--- config.mk ---
export PLATFORM = sky130hd
export DESIGN_NAME = text_video_gen
export DESIGN_NICKNAME = d
export VERILOG_FILES = /design/src/rtl/text_video_gen.sv
export SDC_FILE = /design/constraint.sdc
export NUM_CORES = 1
export LEC_CHECK = 0
export CAP_MARGIN = 5
export CORE_ASPECT_RATIO = 1.2
export CORE_MARGIN = 2
export CORE_UTILIZATION = 60
export CTS_BUF_LIST = sky130_fd_sc_hd__clkbuf_16
export CTS_CLUSTER_SIZE = 16
export DETAILED_ROUTE_END_ITERATION = 10
export PLACE_DENSITY = 0.9
export SKIP_CTS_REPAIR_TIMING = 1
export SYNTH_ARGS = -nofsm -noshare
export SYNTH_HDL_FRONTEND = slang
export SYNTH_SLANG_ARGS = --single-unit
--- constraint.sdc ---
create_clock -name pixel_clock -period 3.55 [get_ports pixel_clock]
set_clock_uncertainty 0.05 [all_clocks]
set_input_delay 0.71 -clock pixel_clock [delete_from_list [all_inputs] [get_ports pixel_clock]]
set_output_delay 0.71 -clock pixel_clock [all_outputs]
set_load 0.01 [all_outputs]
--- src/rtl/text_video_gen.sv ---
// text_video_gen: programmable-timing VGA text renderer with attribute byte,
// 16-entry writable palette, character blink and hardware cursor.
module text_video_gen #(
    parameter int          H_ACTIVE     = 1024,
    parameter int          H_SYNC_START = 1024,
    parameter int          H_SYNC_END   = 1160,
    parameter int          H_TOTAL      = 1344,
    parameter int          V_ACTIVE     = 768,
    parameter int          V_SYNC_START = 768,
    parameter int          V_SYNC_END   = 774,
    parameter int          V_TOTAL      = 806,
    parameter bit          SYNC_ACTIVE  = 1'b0,
    parameter logic [15:0] CHAR_BASE    = 16'h8000,
    parameter logic [15:0] ATTR_BASE    = 16'hA000,
    parameter logic [15:0] FONT_BASE    = 16'hC000,
    parameter int          COLS_LOG2    = 7,
    parameter int          BLINK_LOG2   = 5
) (
    input  logic        pixel_clock,
    input  logic        reset_n,
    output logic [15:0] VAB,
    input  logic [7:0]  VIN,
    output logic [3:0]  R,
    output logic [3:0]  G,
    output logic [3:0]  B,
    output logic        hsync_pulse,
    output logic        vsync_pulse,
    output logic        de,
    output logic        frame_start,
    input  logic        cursor_en,
    input  logic [6:0]  cursor_x,
    input  logic [6:0]  cursor_y,
    input  logic        pal_we,
    input  logic [3:0]  pal_addr,
    input  logic [11:0] pal_data
);

    localparam logic [10:0] L_HA        = 11'(H_ACTIVE);
    localparam logic [10:0] L_HSS       = 11'(H_SYNC_START);
    localparam logic [10:0] L_HSE       = 11'(H_SYNC_END);
    localparam logic [10:0] L_HT_M1     = 11'(H_TOTAL - 1);
    localparam logic [10:0] L_VA        = 11'(V_ACTIVE);
    localparam logic [10:0] L_VSS       = 11'(V_SYNC_START);
    localparam logic [10:0] L_VSE       = 11'(V_SYNC_END);
    localparam logic [10:0] L_VT_M1     = 11'(V_TOTAL - 1);
    localparam logic [7:0]  L_LAST_CELL = 8'(H_TOTAL / 8 - 1);

    logic [10:0] r_hcount;
    logic [10:0] r_vcount;
    logic [15:0] r_frame_count;
    logic [7:0]  r_code;
    logic [7:0]  r_attr;
    logic [7:0]  r_pending;
    logic [7:0]  r_shift;
    logic [7:0]  r_disp_attr;
    logic        r_disp_hit;
    logic [11:0] r_pal [16];

    logic        w_h_last;
    logic        w_v_last;
    logic [10:0] w_v_next;
    logic        w_fetch_wrap;
    logic [7:0]  w_fetch_col;
    logic [10:0] w_fetch_v;
    logic [2:0]  w_pixrow;
    logic [15:0] w_cell_off;
    logic        w_fetch_hit;
    logic        w_active;
    logic        w_blink_phase;
    logic [3:0]  w_fg;
    logic [3:0]  w_bg;
    logic [3:0]  w_idx;

    assign w_h_last      = (r_hcount == L_HT_M1);
    assign w_v_last      = (r_vcount == L_VT_M1);
    assign w_v_next      = w_v_last ? 11'd0 : r_vcount + 11'd1;
    // The last cell slot of a line prefetches cell 0 of the following line.
    assign w_fetch_wrap  = (r_hcount[10:3] == L_LAST_CELL);
    assign w_fetch_col   = w_fetch_wrap ? 8'd0 : r_hcount[10:3] + 8'd1;
    assign w_fetch_v     = w_fetch_wrap ? w_v_next : r_vcount;
    assign w_pixrow      = w_fetch_v[2:0];
    assign w_cell_off    = (16'(w_fetch_v[10:3]) << COLS_LOG2) + 16'(w_fetch_col);
    assign w_fetch_hit   = cursor_en && (w_fetch_col == 8'(cursor_x)) &&
                           (w_fetch_v[10:3] == 8'(cursor_y)) && (w_pixrow[2:1] == 2'b11);
    assign w_active      = (r_hcount < L_HA) && (r_vcount < L_VA);
    assign w_blink_phase = r_frame_count[BLINK_LOG2];

    // Colour selection: attribute blink first, then cursor inversion on top.
    always_comb begin
        w_fg = r_disp_attr[3:0];
        w_bg = {1'b0, r_disp_attr[6:4]};
        if (r_disp_attr[7] && !w_blink_phase) begin
            w_fg = w_bg;
        end
        if (r_disp_hit && w_blink_phase) begin
            w_fg = {1'b0, r_disp_attr[6:4]};
            w_bg = (r_disp_attr[7] && !w_blink_phase) ? {1'b0, r_disp_attr[6:4]} : r_disp_attr[3:0];
        end
        w_idx = r_shift[7] ? w_fg : w_bg;
    end

    // Horizontal/vertical counters and the frame counter used for blink.
    always_ff @(posedge pixel_clock) begin
        if (!reset_n) begin
            r_hcount      <= 11'd0;
            r_vcount      <= 11'd0;
            r_frame_count <= 16'd0;
        end else if (w_h_last) begin
            r_hcount <= 11'd0;
            r_vcount <= w_v_next;
            if (w_v_next == L_VSS) begin
                r_frame_count <= r_frame_count + 16'd1;
            end
        end else begin
            r_hcount <= r_hcount + 11'd1;
        end
    end

    // Cell fetch sequencer: char, attr and font reads across one 8-clock slot.
    always_ff @(posedge pixel_clock) begin
        if (!reset_n) begin
            VAB       <= 16'd0;
            r_code    <= 8'd0;
            r_attr    <= 8'd0;
            r_pending <= 8'd0;
        end else begin
            case (r_hcount[2:0])
                3'd0: VAB <= CHAR_BASE + w_cell_off;
                3'd2: begin
                    r_code <= VIN;
                    VAB    <= ATTR_BASE + w_cell_off;
                end
                3'd4: begin
                    r_attr <= VIN;
                    VAB    <= FONT_BASE + {5'd0, r_code, w_pixrow};
                end
                3'd6: r_pending <= VIN;
                default: ;
            endcase
        end
    end

    // Display registers: load the fetched cell at the slot boundary, else shift.
    always_ff @(posedge pixel_clock) begin
        if (!reset_n) begin
            r_shift     <= 8'd0;
            r_disp_attr <= 8'd0;
            r_disp_hit  <= 1'b0;
        end else if (r_hcount[2:0] == 3'd7) begin
            r_shift     <= r_pending;
            r_disp_attr <= r_attr;
            r_disp_hit  <= w_fetch_hit;
        end else begin
            r_shift <= {r_shift[6:0], 1'b0};
        end
    end

    // Palette storage, reset to a grey ramp; writes are visible one clock later.
    always_ff @(posedge pixel_clock) begin
        if (!reset_n) begin
            for (int i = 0; i < 16; i++) begin
                r_pal[i] <= {4'(i), 4'(i), 4'(i)};
            end
        end else if (pal_we) begin
            r_pal[pal_addr] <= pal_data;
        end
    end

    // Registered video outputs, one clock behind the counters.
    always_ff @(posedge pixel_clock) begin
        if (!reset_n) begin
            {R, G, B}   <= 12'd0;
            de          <= 1'b0;
            frame_start <= 1'b0;
            hsync_pulse <= ~SYNC_ACTIVE;
            vsync_pulse <= ~SYNC_ACTIVE;
        end else begin
            {R, G, B}   <= w_active ? r_pal[w_idx] : 12'd0;
            de          <= w_active;
            frame_start <= (r_hcount == 11'd0) && (r_vcount == 11'd0);
            hsync_pulse <= (r_hcount >= L_HSS && r_hcount < L_HSE) ? SYNC_ACTIVE : ~SYNC_ACTIVE;
            vsync_pulse <= (r_vcount >= L_VSS && r_vcount < L_VSE) ? SYNC_ACTIVE : ~SYNC_ACTIVE;
        end
    end

endmodule

==> flow_summary.ini, run 1 <==
[yosys]
ys_seq_elements = 293
avgSynthCellArea_um2 = 9.75
seq_area_frac_synth_pct = 56.3
synth.largest_area_cell = edfxtp_1
async_flop_share_pct = 0
synthCells = 1419
synth-edff-count = 192
synth_common_cells = nand2_1 (274), edfxtp_1 (192), nand3_1 (113)
synth.top_cell.area_share_pct = 41.7
synth_ff_type = edfxtp_1
synth_area_leaders = edfxtp_1 (42%), dfxtp_1 (15%), nand2_1 (7.4%), and2_1 (4.5%), nand3_1 (4.1%)
syn_nets = 1474
post-synth-top-count-cell = nand2_1
yosysWarnings = 0
netlist_area_um2 = 13800
synth.distinct_cells = 67

[pwr]
fin_total_pwr_mw = 7.16
p_per_area_nw_per_um2 = 450
p_leak_nw = 5.54
peakVddDrop_uv = 345

[final_layout]
fin_cells = 1780
design_area_um2 = 15900
area_growth_pct = 15.0
nFillCells = 1572
drive_gt1_share_pct = 7.99
nets = 1534
n_antenna_cell = 0

[clock_tree]
htree_levels = 1
clk_pin_slew_ns = 0.06
cts-root-buf = clkbuf_16
tritoncts = built
worstSkewPairLatency_ns = 0.54
cts_buffers = 29
clkSinkCount = 293
clockBufferDepth = 3

[flow_run]
maxCapViolCount = 0

[grt]
antenna_found_initial = 0
grt_pass1_vias = 10900
overflow = 0
grt_pass1_wl_mm = 57.1
grt.total_usage_pct = 30.1
grt_max_degree = 97

[floorplan]
coreArea_um2 = 22500
die-area_um2 = 24300
die-width_um = 143
rows = 60
die_y_um = 170
ios = 74
start_util_pct = 61.4

[timing]
finalSetupViolCount = 0
slew_headroom_pct = 50.8
fin_ws_ns = 0.216
final_hold_viol_count = 0
setup_tns_ns = 0
period_share_pct = 93.9
worstMarginPinSlew_ns = 0.736
rsz0062_at_grt = no
finalCriticalPeriod_ns = 3.33
max_freq_ghz = 0.300
finalMaxSlewViolations = 0

[route]
drc = 0
ant_nets = 0
vias = 11400
firstDrtPassIters = 7
wl_mm = 36.8
drt_iter0_markers = 1184
viasPerCell = 6.38
wire_per_inst_um = 20.7

[worst_setup_path]
end_kind = register
critPathMaxFanout = 7
crit_required_ns = 3.96
worst_setup_path_start_kind = register
regToRegStartpoint = r_hcount[3]
cp-startpoint = r_hcount[3]
crit_arrival_ns = 3.74
path_class = register to register

[place]
post-place-ws_ns = 0.279
hpwlAfterDp_mm = 24.5
placed_area_um2 = 15000
dp_cells = 1727
gp_congestion = 0.943
port_buffers = 73

[min_path]
hold_class = register to register
min-delay-start = r_attr[7]

[status]
outcome = finished clean
-- registers in the layout, summed over array words and instances, names as in the netlist --
signal and count:
r_attr 8, r_vcount 11, r_frame_count 6, r_disp_attr 8, vsync_pulse 1, r_shift 8, hsync_pulse 1, G 4
B 4, r_code 8, de 1, R 4, r_hcount 11, r_disp_hit 1, r_pal 192, frame_start 1
r_pending 8, VAB 16
-- final timing paths --
path,cells past startpoint,endpoint,slack (ns)
setup / recovery,14,VAB[15],0.22
hold / removal,2,r_attr[7],0.41
setup reg to reg,14,VAB[15],0.22
hold reg to reg,2,r_attr[7],0.41
-- per-stage QoR --
| step | util (%) | hold slack (ns) |
|---|---|---|
| 2_1_floorplan | - | 0.382 |
| 3_3_place_gp | 66.8 | 0.391 |
| 3_5_place_dp | 66.8 | 0.398 |
| 4_1_cts | 70.6 | 0.408 |
| 5_1_grt | 70.6 | 0.428 |
| 6_report | 70.6 | 0.405 |
-- where the power goes --
group | internal [mW] | switching (mW) | leakage (nW)
Combinational | 0.173 | 0.295 | 2.41
Clock | 1.56 | 1.28 | 0.429
Sequential | 3.79 | 0.0643 | 2.70
Total | 5.52 | 1.64 | 5.54
-- final cells by class --
cell class / instances / area, µm² / share of cell area, %
Clock buffer: 29 / 726 / 4.56
Sequential cell: 293 / 7790 / 48.9
Multi-Input combinational cell: 1001 / 5590 / 35.1
Inverter: 13 / 48.8 / 0.307
Timing Repair Buffer: 141 / 1270 / 7.96
Tap cell: 279 / 349 / 2.19
Clock inverter: 24 / 144 / 0.904
-- cell usage in the layout, fill, tap and decap left out, types with 3 or more instances in the layout --
cell type / n
nor3_1: 20
and3_1: 6
clkbuf_16: 29
nand2_1: 274
edfxtp_1: 192
nand3_1: 113
nor4_1: 5
a22oi_1: 3
or4_1: 3
or3_1: 89
xnor2_1: 29
a311oi_1: 5
o21ai_0: 35
dfxtp_1: 101
buf_4: 66
nor2_1: 77
a31oi_1: 15
a21o_1: 3
ha_1: 13
a221oi_1: 3
o221ai_1: 5
inv_1: 15
and4_1: 3
xor2_1: 13
o211ai_1: 6
a21oi_1: 51
clkinv_2: 3
nand2b_1: 23
o21ai_1: 7
clkdlybuf4s50_1: 73
clkinvlp_4: 3
mux2i_1: 15
a32oi_1: 4
nand4_1: 34
clkinv_1: 12
nand3b_1: 6
and2_1: 100
o31ai_1: 3
-- logic make-up (layout without fill, tap and decap cells) --
| family | Yosys count | count (layout) | share of synthesized area (%) |
|---|---|---|---|
| simple gates | 772 | 772 | 27.9 |
| buf+inv | 125 | 207 | 3.59 |
| flops | 293 | 293 | 56.3 |
| compound gates | 156 | 156 | 6.95 |
| mux | 17 | 17 | 1.24 |
| fa+ha+maj | 13 | 13 | 1.18 |
| xor+xnor | 43 | 43 | 2.83 |
-- layer usage --
layer | global-route usage (%) | vias up | share of wire, %
li1 | - | 5118 | -
met1 | 35.4 | 5377 | 36
met2 | 53.0 | 705 | 50
met3 | 4.42 | 156 | 8.6
met4 | 16.1 | 0 | 5.4
met5 | 0 | - | 0
-- critical path, cell delays in order (launching register included) --
cell	delay (ns)
dfxtp_1	0.47
ha_1	0.23
nand4b_2	0.23
or2_1	0.36
a21o_1	0.18
a32o_1	0.23
ha_1	0.21
ha_1	0.21
nand4bb_1	0.20
or3_1	0.18
and2_1	0.14
ha_1	0.13
nand2_1	0.06
and3_1	0.19
nor3_1	0.18
Note: power is estimated with default switching activity, not from simulation.
==> run 2: changes to the inputs <==
--- a/config.mk
+++ b/config.mk
@@ -6,12 +6,13 @@
 export NUM_CORES = 1
 export LEC_CHECK = 0
 export CAP_MARGIN = 5
-export CORE_ASPECT_RATIO = 1.2
+export CORE_ASPECT_RATIO = 0.8
 export CORE_MARGIN = 2
 export CORE_UTILIZATION = 60
 export CTS_BUF_LIST = sky130_fd_sc_hd__clkbuf_16
 export CTS_CLUSTER_SIZE = 16
 export DETAILED_ROUTE_END_ITERATION = 10
+export HOLD_SLACK_MARGIN = 0.06
 export PLACE_DENSITY = 0.9
 export SKIP_CTS_REPAIR_TIMING = 1
 export SYNTH_ARGS = -nofsm -noshare
==> run 2 against run 1 <==
  * Flip-flop and latch count did not move
  * Critical path depth fell by 1
  * Combinational power rose by 2%
  * Power rose by 1.7%
  * Final cell count rose by 1.1%
  * Core utilization fell by 0.092 points
  * Count of clock-buffer cells in the layout did not move
  * Wire length rose by 5.0%
  * Via count rose by 1.2%
  * Sequential share of layout area barely moved
  * Highest routed layer unchanged
  * Die area barely moved
  * Cell area barely moved
  * Critical path type unchanged
==> flow_summary.ini, run 2 (synthesis gave the netlist of run 1 again) <==
[status]
outcome = finished clean

[worst_setup_path]
crit_chain = or3b_1 -> or2_1 -> a21o_1 -> a32o_1 -> ha_1 -> ha_1 -> nand4bb_1 -> o21ai_0 -> and2_1 -> ha_1 -> nand2_1 -> nand2_1 -> o311a_1
slowest_stage = or3b_1
crit_required_ns = 3.94
max_stage_delay_ns = 0.56
critPathTopFamily = simple AND/OR/NAND/NOR gates
worst-path-buf-inv = 0
worst_setup_path_start_kind = register
path_class = register to register
cpMostUsedCell = ha_1
end_kind = register
crit_arrival_ns = 3.82
critPathMaxFanout = 11

[route]
ant_nets = 0
vias = 11500
firstDrtPassIters = 9
wl_mm = 38.6
drc = 0
drt_iter0_markers = 1782
wire_per_inst_um = 21.5
viasPerCell = 6.39

[timing]
timing.hold.ws_ns = 0.408
worstMarginPinSlew_ns = 0.992
max_freq_ghz = 0.291
finalCriticalPeriod_ns = 3.43
final_hold_viol_count = 0
finalMaxSlewViolations = 0
finalSetupViolCount = 0
setup_tns_ns = 0
rsz0062_at_grt = no
period_share_pct = 96.7
slew_headroom_pct = 33.6

[clock_tree]
cts_buffers = 29
htree_levels = 1
clkSinkCount = 293
cts-root-buf = clkbuf_16
clockBufferDepth = 3
worstSkewPairLatency_ns = 0.57
tritoncts = built
clk_pin_slew_ns = 0.06

[flow_run]
maxCapViolCount = 0

[grt]
grt.total_usage_pct = 31.2
overflow = 0
antenna_found_initial = 0
grt_pass1_vias = 10700
grt_max_degree = 97
grt_pass1_wl_mm = 59.6

[final_layout]
largest_reg_flops = 192
area_growth_pct = 15.0
mostFrequentLayoutCells = nand2_1 (274), edfxtp_1 (192), nand3_1 (112), dfxtp_1 (101), and2_1 (100)
final_util_pct = 70.6
top_regs = r_pal x192, VAB x16
design_area_um2 = 15900
drive_gt1_share_pct = 7.71
final_common_cell = nand2_1
nets = 1526
top_register = r_pal

[pwr]
peakVddDrop_uv = 386
fin_total_pwr_mw = 7.28
p_per_area_nw_per_um2 = 457
p_leak_nw = 5.53
p_seq_share_pct = 52.9
p_sw_share_pct = 23.2
switchingPower_mw = 1.68
comb_power_share_pct = 6.6
p_int_mw = 5.59
clkPwrFrac_pct = 40.5

[place]
gp_congestion = 1.01
placed_area_um2 = 15000
port_buffers = 73
hpwlAfterDp_mm = 25.4

[floorplan]
die-area_um2 = 24300
rows = 49
die-width_um = 174
coreArea_um2 = 22600
start_util_pct = 61.3
ios = 74
die_y_um = 140

[min_path]
hold_class = register to register
[run 2: cell types whose count changed in the layout (fill, tap and decap cells not counted), moves of 2 or more]
| cell | before | now |
|---|---|---|
| clkinv_1 | 12 | 8 |
| buf_4 | 66 | 58 |
| clkinv_2 | 3 | 6 |
| clkinvlp_4 | 3 | 1 |
[run 2: layout make-up]
| type | instances | area [µm²] |
|---|---|---|
| antenna | 1 | 2.50 |
| clock buffer | 29 | 726 |
| clock inverter | 23 | 174 |
| fill | 1531 | 6640 |
| inverter | 13 | 48.8 |
| multi-input combinational | 1001 | 5590 |
| sequential | 293 | 7790 |
| tap | 306 | 383 |
| timing repair buffer | 133 | 1210 |
[run 2: path summary, 6_finish.rpt]
check / start / end / slack, ns / depth (start not counted)
max: r_hcount[7] / VAB[14] / 0.12 / 13
min: r_attr[6] / r_attr[6] / 0.41 / 2
max reg2reg: r_hcount[7] / VAB[14] / 0.12 / 13
min reg2reg: r_attr[6] / r_attr[6] / 0.41 / 2
[run 2: metal layers]
metal / wire, µm / track usage, % / vias to the layer above
li1: - / - / 5109
met1: 14800 / 44.4 / 5440
met2: 17100 / 47.2 / 819
met3: 5570 / 8.20 / 125
met4: 1260 / 9.82 / 0
met5: 0 / 0 / -
[run 2: power groups by stage]
stage / clock network (mW) / logic [mW] / registers [mW]
finish: 2.95 / 0.478 / 3.85
global route: 3.07 / 0.504 / 3.86
CTS: 2.95 / 0.464 / 3.85
detailed placement: 0 / 0.457 / 3.92
global placement: 0 / 0.445 / 3.91
floorplan: 0 / 0.215 / 3.91
[run 2: stage by stage]
stage | setup WS, ns | std cells
3_5_place_dp | 0.227 | 1746
4_1_cts | 0.152 | 1798
5_1_grt | 0.00498 | 1798
6_report | 0.116 | 1799
2_1_floorplan | 0.320 | 1419
3_3_place_gp | 0.348 | 1746
[run 2: tightest hold or removal path: cells and delay by family, from the launching register on]
kind	cells	cell delay, ns
AND/OR/NAND/NOR	1	0.05
flip-flops	1	0.31
AO/OA/AOI/OAI	1	0.05
